**config.mk**
```make
export PLATFORM = sky130hd
export DESIGN_NAME = random_range_gen
export DESIGN_NICKNAME = d
export VERILOG_FILES = /design/src/rtl/random_range_gen.sv
export SDC_FILE = /design/constraint.sdc
export NUM_CORES = 1
export LEC_CHECK = 0
export ABC_CLOCK_PERIOD_IN_PS = 2100
export CORE_MARGIN = 4
export CORE_UTILIZATION = 50
export CTS_CLUSTER_DIAMETER = 50
export DETAILED_ROUTE_END_ITERATION = 8
export MAX_ROUTING_LAYER = met4
export PLACE_DENSITY = 0.86
export REMOVE_ABC_BUFFERS = 1
export SLEW_MARGIN = 40
export SYNTH_ARGS = -nofsm -noshare
export SYNTH_HDL_FRONTEND = slang
export SYNTH_SLANG_ARGS = --single-unit
```
**constraint.sdc**
```tcl
create_clock -name Clk -period 2.1 [get_ports Clk]
set_clock_uncertainty 0.05 [all_clocks]
set_input_delay 0.42 -clock Clk [delete_from_list [all_inputs] [get_ports Clk]]
set_output_delay 0.42 -clock Clk [all_outputs]
set_load 0.02 [all_outputs]
```
**src/rtl/random_range_gen.sv**
```systemverilog
// Random value source for the reaction timer: a wrapping press-timing counter
// or a reseedable Galois LFSR folded into [MIN_VALUE, MAX_VALUE] by repeated subtraction.
module random_range_gen #(
    parameter int unsigned             WIDTH     = 13,
    parameter int unsigned             MIN_VALUE = 1000,
    parameter int unsigned             MAX_VALUE = 6000,
    parameter int unsigned             LFSR_W    = 16,
    parameter logic [LFSR_W-1:0]       TAPS      = 16'hB400,
    parameter logic [LFSR_W-1:0]       SEED      = 16'hACE1,
    parameter int unsigned             RAND_W    = 13
) (
    input  logic              Clk,
    input  logic              Rst,
    input  logic              Mode,
    input  logic              Req,
    input  logic              SeedLoad,
    input  logic [LFSR_W-1:0] Seed,
    output logic              Busy,
    output logic              Valid,
    output logic [WIDTH-1:0]  RandomValue
);

    localparam int unsigned SPAN  = MAX_VALUE - MIN_VALUE;
    localparam int unsigned CMP_W = ((RAND_W > WIDTH) ? RAND_W : WIDTH) + 1;
    localparam logic [RAND_W-1:0] SUB   = RAND_W'(SPAN + 1);
    localparam logic [CMP_W-1:0]  SPAN_C = CMP_W'(SPAN);
    localparam logic [WIDTH-1:0]  MIN_W = WIDTH'(MIN_VALUE);
    localparam logic [WIDTH-1:0]  MAX_W = WIDTH'(MAX_VALUE);

    typedef enum logic {IDLE, REDUCE} state_t;

    state_t              state_q, state_d;
    logic [WIDTH-1:0]    cnt_q, cnt_d;
    logic [LFSR_W-1:0]   lfsr_q, lfsr_d;
    logic [RAND_W-1:0]   r_q, r_d;
    logic [WIDTH-1:0]    value_q, value_d;
    logic                valid_q, valid_d;

    always_ff @(posedge Clk) begin
        if (Rst) begin
            state_q <= IDLE;
            cnt_q   <= MIN_W;
            lfsr_q  <= SEED;
            r_q     <= '0;
            value_q <= MIN_W;
            valid_q <= 1'b0;
        end else begin
            state_q <= state_d;
            cnt_q   <= cnt_d;
            lfsr_q  <= lfsr_d;
            r_q     <= r_d;
            value_q <= value_d;
            valid_q <= valid_d;
        end
    end

    always_comb begin
        state_d = state_q;
        r_d     = r_q;
        value_d = value_q;
        valid_d = valid_q;

        cnt_d = (cnt_q == MAX_W) ? MIN_W : cnt_q + 1'b1;

        // A zero seed is replaced by SEED so the LFSR can never lock up.
        if (SeedLoad) begin
            lfsr_d = (Seed == '0) ? SEED : Seed;
        end else begin
            lfsr_d = lfsr_q[0] ? ((lfsr_q >> 1) ^ TAPS) : (lfsr_q >> 1);
        end

        unique case (state_q)
            IDLE: begin
                if (Req) begin
                    if (!Mode) begin
                        value_d = cnt_q;
                        valid_d = 1'b1;
                    end else begin
                        r_d     = lfsr_q[RAND_W-1:0];
                        valid_d = 1'b0;
                        state_d = REDUCE;
                    end
                end
            end
            REDUCE: begin
                if (CMP_W'(r_q) > SPAN_C) begin
                    r_d = r_q - SUB;
                end else begin
                    value_d = MIN_W + WIDTH'(r_q);
                    valid_d = 1'b1;
                    state_d = IDLE;
                end
            end
            default: state_d = IDLE;
        endcase
    end

    always_comb begin
        Busy        = (state_q == REDUCE);
        Valid       = valid_q;
        RandomValue = value_q;
    end

endmodule

```
==> results.txt, run 1 <==
The finished cells cover roughly 0.0036 mm^2. The startpoint identified for the worst register-to-register timing path is r_q[1]$_SDFFE_PP0P_. The quantity of hold-fixing buffers added after cts came out at 0. In this run the standard cell core region covers about 0.0055 mm^2.

The startpoint kind of the worst setup timing path is a register. The clock period minus final worst setup slack came out at approximately 2000 ps. The horizontal extent of the die is between 80 and 90 um. The worst hold slack came out at 413 ps. The worst register-to-register path has a depth of 7. The routability congestion estimate is 0.875. Detailed placement finished with a half-perimeter wire length of 5.01 mm. The run finished with clean final reports. The share of the cycle needed by the critical path after routing came out at 94.0%. The fraction of synthesis flops using an asynchronous set or reset pin came out at 0%. The critical path goes through inv_1 -> ha_1 -> nor4bb_4 -> o21ai_2 -> a21oi_2 -> o21ai_0 -> a21oi_1. In the routed layout, each cell is associated on average with a via count of 5.90.

The die height is around 84 um. The placed instance area is 0.00338 mm^2. Leaving out fill and tap cells, the most frequent cell in the layout is dfxtp_1.

The post-synthesis cell count came out at between 300 and 400. The residual DRC count came out at 0. In this design, the stage delay of the slowest critical-path cell is 450 ps. In this run the static leakage power is 0.00136 uW. The peak supply drop is 449 uV. The remaining number of nets flagged by the antenna check after routing came out at 0. The path category of the worst min-delay check is reg -> reg. The worst pin sits at a relative slew slack of a little under three fifths. The repair_antennas step left the layout with diodes totalling 0. The number of buffers and inverters on the critical path is 1.

Overall power consumption after layout is estimated at 2490 uW. The growth of design area from synthesis to finish came out at 23.8%. The final count of pins violating max slew came out at 0. Setup violations remaining at the end of the flow were counted as 0. The instance count along the most critical hold path is 2. The worst setup path is captured at a register. The number of iterations in the first detailed-routing pass came out at 5. Grouping stages by cell kind, the critical path spends the most delay in compound AO/OA/AOI/OAI gates. The number of synthesized register bits is 57. CTS saw 57 sinks.

The clock edge transition at the registers on the reported setup and hold paths came out at 60 ps. The summed negative setup slack over all endpoints came out at 0 ps. The synthesized area divided by synthesized cell count is 8.55 um^2. After detailed routing, the total wire length is 6.92 mm. The H-tree was split into 3 levels. In this run the most critical hold path is launched from lfsr_q[15]$_SDFF_PP1_. For this run, the total global-route usage over all layers was measured as 21.4%. The number of distinct library cells after synthesis came out at between 50 and 60. For this run, the top clock speed supported by timing is 506 MHz. The count of flip-flops with a built-in enable after synthesis is 0. The number of global-route vias before repair was 2491. The floorplan has 27 rows. The destination of the worst hold path is lfsr_q[14]$_SDFF_PP0_.

The layout net count is between 400 and 500. The die outline area came out at 0.00704 mm^2. The first global-routing pass estimated roughly 12 mm of wire.

The wire length per cell is approximately 15 um. After filler insertion, the fill cell instance count of the layout stands at 429. The root buffer cell chosen for the clock tree is clkbuf_8.

Setup repair after global routing could not meet its margin everywhere. The sequential cell area is between 0.001 and 0.0015 mm^2. The number of buffers added by the clock tree synthesis step is 9. The TritonCTS clock tree is yes. The worst register-to-register path ends at r_q[3]$_SDFFE_PP0P_. Pin placement for this block handled 36 I/O pins. The combined area of the multi-input logic cells is 0.00160 mm^2. The library cells used most frequently in the layout, excluding fill and tap cells, are 57 x dfxtp_1, 36 x nor2_1, 35 x clkdlybuf4s50_1. The part of the Yosys area used for sequential elements is about 40%.

The most used flip-flop cell after synthesis is dfxtp_1. The clock passes through at most 2 buffers. The critical path in this run is classified as reg -> reg.

The required time of the worst setup path is between 2000 and 2500 ps. During synthesis, Yosys emitted a total of 0 warnings. The initial detailed-routing violation count is approximately 200. The number of maximum-capacitance constraint violations is 0. The clock insertion delay at the later pin of the skew report came out at 340 ps. The number of hold violations in the final report was 0. The maximum number of pins on one net before global-route repair came out at 37. Along the worst path, the maximum fanout reaches 9. The number of buffers added on ports came out at 35. The power per cell area came out at around 700 mW/mm^2.

The number of antenna violations at the first check in global routing is 0. The routed layout has 2671 vias. The slowest stage of the critical path is the a21oi_2 cell. The post-route netlist has a little under an eighth of its cells at a drive strength greater than 1. For this configuration, the core starts out at a cell density of a little over half. For the pin with the worst max-slew slack, the measured transition is 643 ps. Global routing finished with a remaining overflow of 0. The post-synthesis instance area is between 0.002 and 0.003 mm^2. The data arrival time of the worst path is 2180 ps. The reg-to-reg setup timing slack is 130 ps.
cell type report:
cell class | instances | share of cell area, %
multi-input combinational | 245 | 44.8
sequential | 57 | 32.0
timing repair buffer | 55 | 15.1
clock buffer | 14 | 4.56
tap | 72 | 2.53
inverter | 10 | 1.05
through the flow:
step	setup WS, ps	std cells	utilization (%)
after floorplan	-385	312	-
after global placement	55.9	439	61.1
after detailed placement	-67.8	439	61.1
after CTS	32.2	453	64.1
after global routing	-37.7	453	64.4
final	125	453	64.4
cell usage after synthesis (3+ instances only):
library cell  count  share of area (%)
a211oi_1          6                1.6
a21oi_1          21                3.6
a22o_1            3               0.91
a31oi_1           5                1.1
and2_1            4               0.87
and3_1            3               0.65
buf_1             3               0.39
buf_2             5               0.87
clkbuf_1         13                1.7
dfxtp_1          57                 40
ha_1              7                3.0
inv_1             7               0.91
mux2i_1          13                4.5
nand2_1          34                4.4
nand3_1           6                1.0
nand4_1           5                1.1
nor2_1           36                4.7
nor3_1           12                2.1
nor4_1            7                1.5
o211ai_1          3               0.78
o21ai_0           8                1.4
o22ai_1          13                2.8
xnor2_1          11                3.3
xor2_1           12                3.6
tightest hold or removal path, cell delays in order (launching register included):
cell and delay, ps:
dfxtp_1 300, mux2i_1 50, nor2_1 70
power by group:
part	internal, uW	total (uW)	switching (uW)
registers	1140	1180	47.0
logic	205	430	226
clock network	480	873	392
total	1820	2490	665
flip-flops by register name (all words and copies together), names as in the netlist:
name and count:
RandomValue 13, r_q 13, lfsr_q 16, Busy 1, cnt_q 13, Valid 1
logic make-up after synthesis:
logic type      share of synthesized area [%]
compound gates                           21.2
flops                                    39.6
buf+inv                                  5.69
mux                                      4.52
xor+xnor                                 6.99
fa+ha+maj                                3.04
simple gates                             18.9
worst max-delay path by stage:
stage                   startpoint                      endpoint  slack [ps]  depth (start not counted)
6_report       r_q[1]$_SDFFE_PP0P_           r_q[3]$_SDFFE_PP0P_         130                          7
3_5_place_dp   r_q[1]$_SDFFE_PP0P_           r_q[0]$_SDFFE_PP0P_         -70                          7
5_1_grt        r_q[1]$_SDFFE_PP0P_           r_q[8]$_SDFFE_PP0P_         -40                          7
3_3_place_gp   r_q[1]$_SDFFE_PP0P_           r_q[0]$_SDFFE_PP0P_          60                          7
4_1_cts        r_q[1]$_SDFFE_PP0P_   RandomValue[2]$_SDFFE_PP0P_          30                          8
2_1_floorplan      Busy$_SDFF_PP0_  RandomValue[12]$_SDFFE_PP0P_        -380                          4
repair_timing:
action / in CTS / in global routing
setup buffers: 0 / 0
endpoints found under the setup margin: 4 / 19
gates resized for setup: 1 / 3
pin swaps: 0 / 4
routing by layer:
layer  global-route usage [%]  routed length [um]
met5                        -                   0
met4                     8.92                 146
met3                     5.23                 448
met2                     33.2                3280
met1                     26.6                3050
No activity file was read; power rests on OpenSTA's default activity.
==> run 2, diff against run 1 <==
--- a/config.mk
+++ b/config.mk
@@ -5,14 +5,13 @@
 export SDC_FILE = /design/constraint.sdc
 export NUM_CORES = 1
 export LEC_CHECK = 0
-export ABC_CLOCK_PERIOD_IN_PS = 2100
 export CORE_MARGIN = 4
 export CORE_UTILIZATION = 50
 export CTS_CLUSTER_DIAMETER = 50
 export DETAILED_ROUTE_END_ITERATION = 8
 export MAX_ROUTING_LAYER = met4
 export PLACE_DENSITY = 0.86
-export REMOVE_ABC_BUFFERS = 1
+export RECOVER_POWER = 50
 export SLEW_MARGIN = 40
 export SYNTH_ARGS = -nofsm -noshare
 export SYNTH_HDL_FRONTEND = slang
==> results.txt, run 2 (synthesis gave the netlist of run 1 again) <==
The worst hold slack came out at 424 ps (+11.5 ps). The pre-CTS worst setup slack is 16.4 ps (+84.2 ps). The flip-flop count of the largest register after layout came to 16 (unchanged). The most common library cell in the layout ignoring fill and taps is dfxtp_1. The via-per-instance ratio came to 5.86 (-0.58%). The path with the worst hold slack has its endpoint at lfsr_q[14]$_SDFF_PP0_. The path type of the worst setup path is reg -> reg. The highest layer touched by signal routing is met4. The half-perimeter wire length after detailed placement came out at 5.22 mm (+4.2%).

The total grt overflow is 0 (unchanged). The effective utilization at floorplan came out at 52.0% (unchanged). The maximum number of pins on one net before global-route repair came to 37 (unchanged). The row count is 27 (unchanged). The tightest min-delay check is of the reg -> reg type. The design area is 0.00361 mm^2 (+1.3%).

The growth of design area from synthesis to finish is 25.4%. The tree is rooted in a clkbuf_8. In the layout the commonest cells are 56 x dfxtp_1, 36 x nor2_1, 34 x nand2_1, 34 x clkdlybuf4s50_1, 21 x a21oi_1.

The number of hold violations in the final report came out at 0 (unchanged). The library cell contributing the largest single delay on the critical path is dfxtp_1. The number of buffers added on ports came out at 35 (unchanged). The maximum clock frequency came to 495 MHz (-2.3%). The reg-to-reg setup timing slack is 80 ps (-50 ps). The initial detailed-routing violation count came out at 247 (+22%).

The headroom to the max-slew limit was 43.8% (-12 points). The count of H-tree levels built during CTS came to 3 (unchanged). The instance count along the most critical hold path came out at 2 (unchanged).

The final count of pins violating max slew is 0 (unchanged). The flow ran to the end, and the final reports show no timing, DRC or antenna violations. The core footprint came out at 0.00554 mm^2 (unchanged). The first-pass GRT wire length is 12.5 mm (+5.5%). The number of iterations in the first detailed-routing pass is 5 (unchanged).

The leakage power is 0.00138 uW (+1.5%). TritonCTS built the clock tree. The global-route total usage across every layer is 22.6% (+1.2 points). STA classifies the critical path endpoint as a register. The maximum cell stage delay along the critical path was 420 ps (-30 ps). lfsr_q holds more flip-flops than any other register.

The antenna diode count was 0 (unchanged). The length in cells of the worst reg-to-reg path was 7 (unchanged). The layout net count is 408 (+0.49%).

The power per cell area is 730 mW/mm^2 (+4.7%). The peak fanout along the critical path came out at 13 (+4). The end of the worst register-to-register path is RandomValue[3]$_SDFFE_PP1P_. The routability congestion estimate came out at 0.879 (+0.46%). The share of the cycle needed by the critical path after routing was 96.3% (+2.2 points). The clock insertion delay at the later pin of the skew report is 340 ps (about the same). The slew at the pin closest to its max-slew limit is 822 ps (+179 ps). The count of buffer and inverter cells on the critical path is 2 (+1).

Walking the worst path, the cells encountered are and3_4 -> o311a_1 -> a221oi_4 -> buf_4 -> clkbuf_16 -> nor3_1 -> a21oi_1. The share of layout cells above drive strength 1 came out at 12.7% (+1.2 points). The detailed-route wire length on metal 1 came out at 3.44 mm (+13%).

On the critical path the largest part of the delay comes from compound AO/OA/AOI/OAI gates. The startpoint kind of the worst setup timing path is a register. The horizontal extent of the die came out at 83.9 um (unchanged). The required time of the worst setup path came to 2330 ps (+20 ps). When the netlist entered floorplanning its net count stood at 365.

The sink count of the clock tree came to 57 (unchanged). The routed length on met2 is 3.77 mm (+15%). The wire length per cell is 16.9 um (+11%).

The number of maximum-capacitance constraint violations is 0 (unchanged). The die height was 83.9 um (unchanged). The vias after detailed routing came to 2679 (+0.30%). The die outline area is 0.00704 mm^2 (unchanged).

The residual DRC count came out at 0 (unchanged). The number of setup violations in the final report came out at 0 (unchanged). The peak supply drop came out at 502 uV (+12%). The clock edge transition at the registers on the reported setup and hold paths came to 60 ps (about the same). The startpoint identified for the worst hold timing path is lfsr_q[15]$_SDFF_PP1_. The clock period minus final worst setup slack was 2020 ps (+46.8 ps). The I/O pin total is 36 (unchanged). The launch point of the worst reg-to-reg path is r_q[8]$_SDFFE_PP0P_.

The number of buffers added by the clock tree synthesis step is 9 (unchanged). The summed negative setup slack over all endpoints was 0 ps (unchanged). The maximum number of buffers from clock root to sink is 2 (unchanged). The sum of met3 wire segment lengths after detailed routing came out at 412 um (-8.0%).

The data arrival time of the worst path is 2250 ps (+70 ps). The number of antenna violations at the first check in global routing is 0 (unchanged). The aggregate routed wire length is 7.74 mm (+12%). The number of global-route vias before repair is 2569 (+3.1%). The placed instance area is 0.00336 mm^2 (-0.59%). The remaining number of nets flagged by the antenna check after routing came out at 0 (unchanged).

The worst setup slack after layout is 78.3 ps (-46.8 ps).
-- run 2: area by class of cell --
class,instances,area (um^2)
clock buffer,13,149
clock inverter,3,40.0
fill,441,1930
inverter,10,37.5
multi-input combinational,245,1610
sequential,57,1140
tap,72,90.1
timing repair buffer,57,547
-- run 2: metal layers --
| metal | track usage, % | up-vias |
|---|---|---|
| li1 | - | 1298 |
| met1 | 28.2 | 1293 |
| met2 | 34.8 | 72 |
| met3 | 5.53 | 16 |
| met4 | 9.50 | 0 |
| met5 | - | - |
-- run 2: how the worst max path moves through the flow --
stage,start,end,cells past startpoint
floorplan,r_q[3]$_SDFFE_PP0P_,r_q[0]$_SDFFE_PP0P_,8
global placement,Mode,r_q[0]$_SDFFE_PP0P_,5
detailed placement,r_q[0]$_SDFFE_PP0P_,r_q[0]$_SDFFE_PP0P_,7
CTS,r_q[0]$_SDFFE_PP0P_,RandomValue[4]$_SDFFE_PP0P_,8
global route,r_q[0]$_SDFFE_PP0P_,RandomValue[3]$_SDFFE_PP1P_,9
finish,r_q[8]$_SDFFE_PP0P_,RandomValue[3]$_SDFFE_PP1P_,7
-- run 2: tightest hold or removal path, stage by stage, from the launching register on --
cell and delay [ps]:
dfxtp_1 310, mux2i_1 60, nor2_1 80
-- run 2: stage by stage --
stage	power, uW	std cells	util [%]
after floorplan	1460	337	-
after detailed placement	1620	438	60.7
after global routing	2750	457	65.2
after CTS	2620	454	64.2
final	2640	457	65.2
after global placement	1610	438	60.7
-- run 2: report_power, final --
| part | internal (uW) | switching, uW |
|---|---|---|
| registers | 1140 | 54.9 |
| logic | 206 | 233 |
| clock network | 577 | 429 |
| total | 1920 | 717 |
-- run 2: what timing repair did --
item / in CTS / in global routing
pin swaps: 0 / 4
buffers inserted: 0 / 2
hold buffers: 0 / 0
endpoints found under the setup margin: 1 / 14
hold endpoints to repair: 0 / 0
resized for setup: 1 / 7
cloned: 0 / 1
==> run 3, diff against run 2 <==
--- a/config.mk
+++ b/config.mk
@@ -12,6 +12,7 @@
 export MAX_ROUTING_LAYER = met4
 export PLACE_DENSITY = 0.86
 export RECOVER_POWER = 50
+export SKIP_CTS_REPAIR_TIMING = 1
 export SLEW_MARGIN = 40
 export SYNTH_ARGS = -nofsm -noshare
 export SYNTH_HDL_FRONTEND = slang
==> results.txt, run 3 (synthesis gave the netlist of run 1 again) <==
The path category of the worst min-delay check is reg -> reg. The count of buffer and inverter cells on the critical path was 3 (+1). The layout net count is 408 (unchanged). TritonCTS built the clock tree.

The horizontal extent of the die is 83.9 um (unchanged). The share of the cycle needed by the critical path after routing came out at 96.1% (-0.13 points). In this run the clock root is driven by a clkbuf_8.

The total grt overflow is 0 (unchanged). The initial detailed-routing violation count came to 242 (-2.0%). The slew at the pin closest to its max-slew limit is 503 ps (-319 ps). The die outline area is 0.00704 mm^2 (unchanged).

The number of hold violations in the final report came out at 0 (unchanged). The number of maximum-capacitance constraint violations came out at 0 (unchanged). The placed instance area came out at 0.00336 mm^2 (unchanged). The I/O pin total was 36 (unchanged).

The endpoint kind of the worst setup timing path is a register. The maximum clock frequency is 495 MHz (+0.13%). The count of H-tree levels built during CTS is 3 (unchanged). The largest individual stage delay along the critical path comes from the cell dfxtp_1. The routability congestion estimate was 0.879 (unchanged).

The leakage power is 0.00138 uW (about the same). The power per cell area was 730 mW/mm^2 (about the same). The number of nets produced by synthesis came out at 365 (unchanged). The row count was 27 (unchanged). The share of layout cells above drive strength 1 is 12.7% (unchanged). The half-perimeter wire length after detailed placement came out at 5.22 mm (unchanged). The number of antenna violations at the first check in global routing is 0 (unchanged). The required time of the worst setup path came out at 2320 ps (about the same). The core footprint is 0.00554 mm^2 (unchanged). The maximum number of buffers from clock root to sink is 2 (unchanged).

The number of iterations in the first detailed-routing pass came out at 6 (+1). The first-pass GRT wire length is 12.5 mm (unchanged). The library cells used most frequently in the layout, excluding fill and tap cells, are 56 x dfxtp_1, 36 x nor2_1, 34 x nand2_1, 34 x clkdlybuf4s50_1, 21 x a21oi_1. The maximum cell stage delay along the critical path is 340 ps (-80 ps). The clock insertion delay at the later pin of the skew report was 350 ps (about the same). STA classifies the critical path startpoint as a register. The number of setup violations in the final report came out at 0 (unchanged). The growth of design area from synthesis to finish came out at 25.4% (unchanged). The clock period minus final worst setup slack came to 2020 ps (-2.69 ps).

The aggregate routed wire length came out at 7.56 mm (-2.3%). The largest register by flop count is lfsr_q. The flip-flop count of the largest register after layout is 16 (unchanged). Traced cell by cell, the critical path runs through inv_2 -> ha_1 -> nor4bb_2 -> o21ai_2 -> a221oi_4 -> buf_4 -> clkbuf_16 -> nor3_1 -> a21oi_1.

The remaining number of nets flagged by the antenna check after routing is 0 (unchanged). The clock edge transition at the registers on the reported setup and hold paths was 70 ps (about the same). The worst hold slack is 424 ps (-0.355 ps). The number of filler instances in the final layout came out at 443 (+0.45%). The headroom to the max-slew limit was 65.6% (+22 points). The sink count of the clock tree was 57 (unchanged).

The antenna diode count is 0 (unchanged). The pre-CTS worst setup slack is 16.4 ps (unchanged). The worst setup slack after layout came out at 81.0 ps (+2.69 ps). The peak supply drop came to 500 uV (-0.41%). The most common library cell in the layout ignoring fill and taps is dfxtp_1. The run finished with clean final reports. The critical path is of the reg -> reg type. The vias after detailed routing came out at 2676 (-0.11%). The die height came to 83.9 um (unchanged). The residual DRC count is 0 (unchanged). The via-per-instance ratio is 5.86 (-0.11%). The kind of cell with the highest combined delay along the critical path is compound AO/OA/AOI/OAI gates. The number of buffers added by the clock tree synthesis step is 9 (unchanged). The overall power came to 2640 uW (about the same). The final count of pins violating max slew came out at 0 (unchanged). The wire length per cell was 16.6 um (-2.3%). The number of buffers added on ports came to 35 (unchanged). The effective utilization at floorplan came out at 52.0% (unchanged). The share of the core filled with cells is 65.2% (unchanged). The peak fanout along the critical path is 13 (unchanged).

The global-route total usage across every layer was 22.6% (+0.042 points). The design area is 0.00361 mm^2 (unchanged). The maximum number of pins on one net before global-route repair is 37 (unchanged). The number of global-route vias before repair came out at 2570 (+0.039%).

The data arrival time of the worst path was 2240 ps (about the same).
[run 3: cell counts in the layout (fill, tap and decap cells not counted)]
Identical to the previous run, type by type.
[run 3: final cells by class]
cell class | instances | area (um^2) | share of cell area [%]
tap | 72 | 90.1 | 2.49
sequential | 57 | 1140 | 31.6
clock buffer | 13 | 149 | 4.12
clock inverter | 3 | 40.0 | 1.11
multi-input combinational | 245 | 1610 | 44.5
inverter | 10 | 37.5 | 1.04
timing repair buffer | 57 | 547 | 15.1
[run 3: worst paths after layout]
| path | depth (start not counted) | start | slack (ps) | end |
|---|---|---|---|---|
| min | 2 | lfsr_q[15]$_SDFF_PP1_ | 420 | lfsr_q[14]$_SDFF_PP0_ |
| max | 9 | r_q[0]$_SDFFE_PP0P_ | 80 | RandomValue[3]$_SDFFE_PP1P_ |
| max reg2reg | 9 | r_q[0]$_SDFFE_PP0P_ | 80 | RandomValue[3]$_SDFFE_PP1P_ |
| min reg2reg | 2 | lfsr_q[15]$_SDFF_PP1_ | 420 | lfsr_q[14]$_SDFF_PP0_ |
[run 3: metal layers]
layer	share of wire (%)	vias to the layer above	GRT usage [%]
met3	6.3	18	5.53
met1	43	1265	28.1
met2	49	96	35.1
met5	0	-	-
met4	1.7	0	9.36
li1	-	1297	-
[run 3: power by group]
part,internal (uW),switching [uW],total [uW]
clock,577,434,1010
sequential,1140,53.8,1190
combinational,206,230,436
[run 3: metrics by stage]
| step | TNS (ps) | instances |
|---|---|---|
| floorplan | 0 | 337 |
| global placement | 0 | 438 |
| detailed placement | 0 | 438 |
| CTS | -111 | 454 |
| global route | -37.7 | 457 |
| finish | 0 | 457 |
[run 3: tightest hold or removal path, stage by stage (launching register included)]
cell     delay, ps
dfxtp_1        310
mux2i_1         60
nor2_1          80
==> edit: new RTL, config.mk and constraints of run 3 <==
Take the reset off `r_q` and load it in a clocked block of its own.
--- a/src/rtl/random_range_gen.sv
+++ b/src/rtl/random_range_gen.sv
@@ -42,5 +42,4 @@
             cnt_q   <= MIN_W;
             lfsr_q  <= SEED;
-            r_q     <= '0;
             value_q <= MIN_W;
             valid_q <= 1'b0;
@@ -49,8 +48,11 @@
             cnt_q   <= cnt_d;
             lfsr_q  <= lfsr_d;
-            r_q     <= r_d;
             value_q <= value_d;
             valid_q <= valid_d;
         end
+    end
+
+    always_ff @(posedge Clk) begin
+        r_q <= r_d;
     end
 
Behaviour: same outputs for any inputs over 10 cycles, from zero or initial values and one cycle with Rst high; that may be too few to reach the edited logic, so the function may still have changed.
==> edit against run 3 <==
  * Non-clock buffer count grew 17
  * Routed wire length is 4.1% higher
  * Utilization is 0.86 points higher
  * Sequential cell count did not move
  * Total power is 2.1% higher
  * First-iteration DRC count unchanged
  * Critical path depth is 2 lower
  * Via count grew 3.8%
  * Final area is 9.6% higher
  * Worst setup slack got worse by 18 ps
  * Clock power shrank 5%
  * Area after synthesis up 8.6%
  * Highest routed layer unchanged
==> edit: results (changes against run 3) <==
* Largest net degree at the start of global routing at 26 (was 37)
* IO buf count at 35 (unchanged)
* FF-to-FF setup slack at 60 ps (was 80 ps)
* Max reg flops at 16 (unchanged)
* Initial antenna violation count at 0 (unchanged)
* Grt met3 use at 4.82% (was 5.53%)
* Status: finished clean (unchanged)
* Met1 usage at 28.8% (was 28.1%)
* Relative slew slack at 56.8% (was 65.6%)
* Post-Route WL at 7.88 mm (was 7.56 mm)
* Synth top area share at 28.2% (was 39.6%)
* Vias in the first global route at 2791 (was 2570)
* 1st-pass router iterations at 5 (was 6)
* Warnings, synthesis at 0 (unchanged)
* First-pass GRT wire length at 13.3 mm (was 12.5 mm)
* Placed cell areas at 3760 µm² (was 3360 µm²)
* Routed vias/inst at 5.74 (was 5.86)
* Layout cells sized above 1 at 17.6% (was 12.7%)
* Placed Cells at 467 (was 438)
* Detail Placement HPWL at 5.79 mm (was 5.22 mm)
* Worst-path clk slew at 70 ps (about the same)
* Post-synthesis cell type count at 56 (unchanged)
* Post-synth top cells: dfxtp_1, nor2_1, nand2_1 (unchanged)
* Worst Path Max Fanout at 5 (was 13)
* Pre-CTS WS at -212 ps (was 16.4 ps)
* Number of synthesized flops with an enable pin at 13 (was 0)
* GRT Overall Usage at 23.1% (was 22.6%)
* Slowest stage cell, crit path: or4_1 (was dfxtp_1)
* Top delay family on crit path: simple AND/OR/NAND/NOR gates (was compound AO/OA/AOI/OAI gates)
* Worst-Skew Late Latency at 330 ps (was 350 ps)
* Sequential element share of the synthesized area at 40.6% (was 39.6%)
* Leading post-synthesis cells by cell area: dfxtp_1, edfxtp_1, nor2_1 (was dfxtp_1, nor2_1, mux2i_1)
* Worst-case clock buffer depth at 2 (unchanged)
* DR vias at 2779 (was 2676)
* Root Buffer: clkbuf_8 (unchanged)
* Critical path arrival at 2060 ps (was 2240 ps)
* Final GP Congestion at 0.858 (was 0.879)
* Worst Hold Margin at 417 ps (was 424 ps)
* H-tree Lvls at 3 (unchanged)
* LEAKAGE at 1.58 nW (was 1.38 nW)
* Synthesized instance count at 339 (was 337)
* Syn_nets at 367 (was 365)
* F_max at 491 MHz (was 495 MHz)
* Worst VDD drop at 0.717 mV (was 0.500 mV)
* M2 GR Usage at 37.0% (was 35.1%)
* Largest stage delay, worst path at 500 ps (was 340 ps)
* Layout Nets at 432 (was 408)
[edit: cell count changes after synthesis, sizes merged, moves of 6 or more]
cell           run 3  this run
dfxtp             57        44
edfxtp             0        13
nand2b             2        14
nand2             34        23
a21oi             23        13
nor3              12         4
mux2               0         7
a211oi             7        13
inv                9        15
nor2              36        42
[edit: path summary, 6_finish.rpt]
check                 start              to  cells past startpoint
min          RandomValue[2]  RandomValue[2]                      2
min reg2reg  RandomValue[2]  RandomValue[2]                      2
max                  r_q[0]         r_q[12]                      7
max reg2reg          r_q[0]         r_q[12]                      7
[edit: cell type report]
cell class | instances | area, µm²
clock buffers | 14 | 174
inverters | 16 | 60.1
clock inverters | 2 | 10.0
flip-flops and latches | 57 | 1270
repair buffers | 74 | 648
well taps | 75 | 93.8
multi-input cells | 246 | 1700
fillers | 466 | 2030
[edit: cells by family after synthesis]
kind of cell    after synthesis  synth area share, %
fa+ha+maj                     7                 2.80
mux                          22                 7.32
compound gates               69                 17.2
buf+inv                      36                 5.44
simple gates                126                 20.4
xor+xnor                     22                 6.16
flops                        57                 40.6
[edit: layer usage]
metal  vias up  share of wire, %
met1      1311                42
met2       114                49
met5         -                 0
met4         0               1.6
met3        15               6.6
li1       1339                 -
[edit: where the power goes]
part           leakage [nW]  total (W)  switching, W  internal (W)
logic                  1.00   0.000488      0.000246      0.000241
clock network        0.0956   0.000957      0.000427      0.000530
registers             0.482    0.00125     0.0000560       0.00119
[edit: metrics by stage]
step	setup TNS, ps	power (W)
after floorplan	0	0.00154
after global placement	-1080	0.00172
after detailed placement	-2100	0.00175
after CTS	-0.753	0.00270
after global routing	-23.4	0.00281
final	0	0.00269
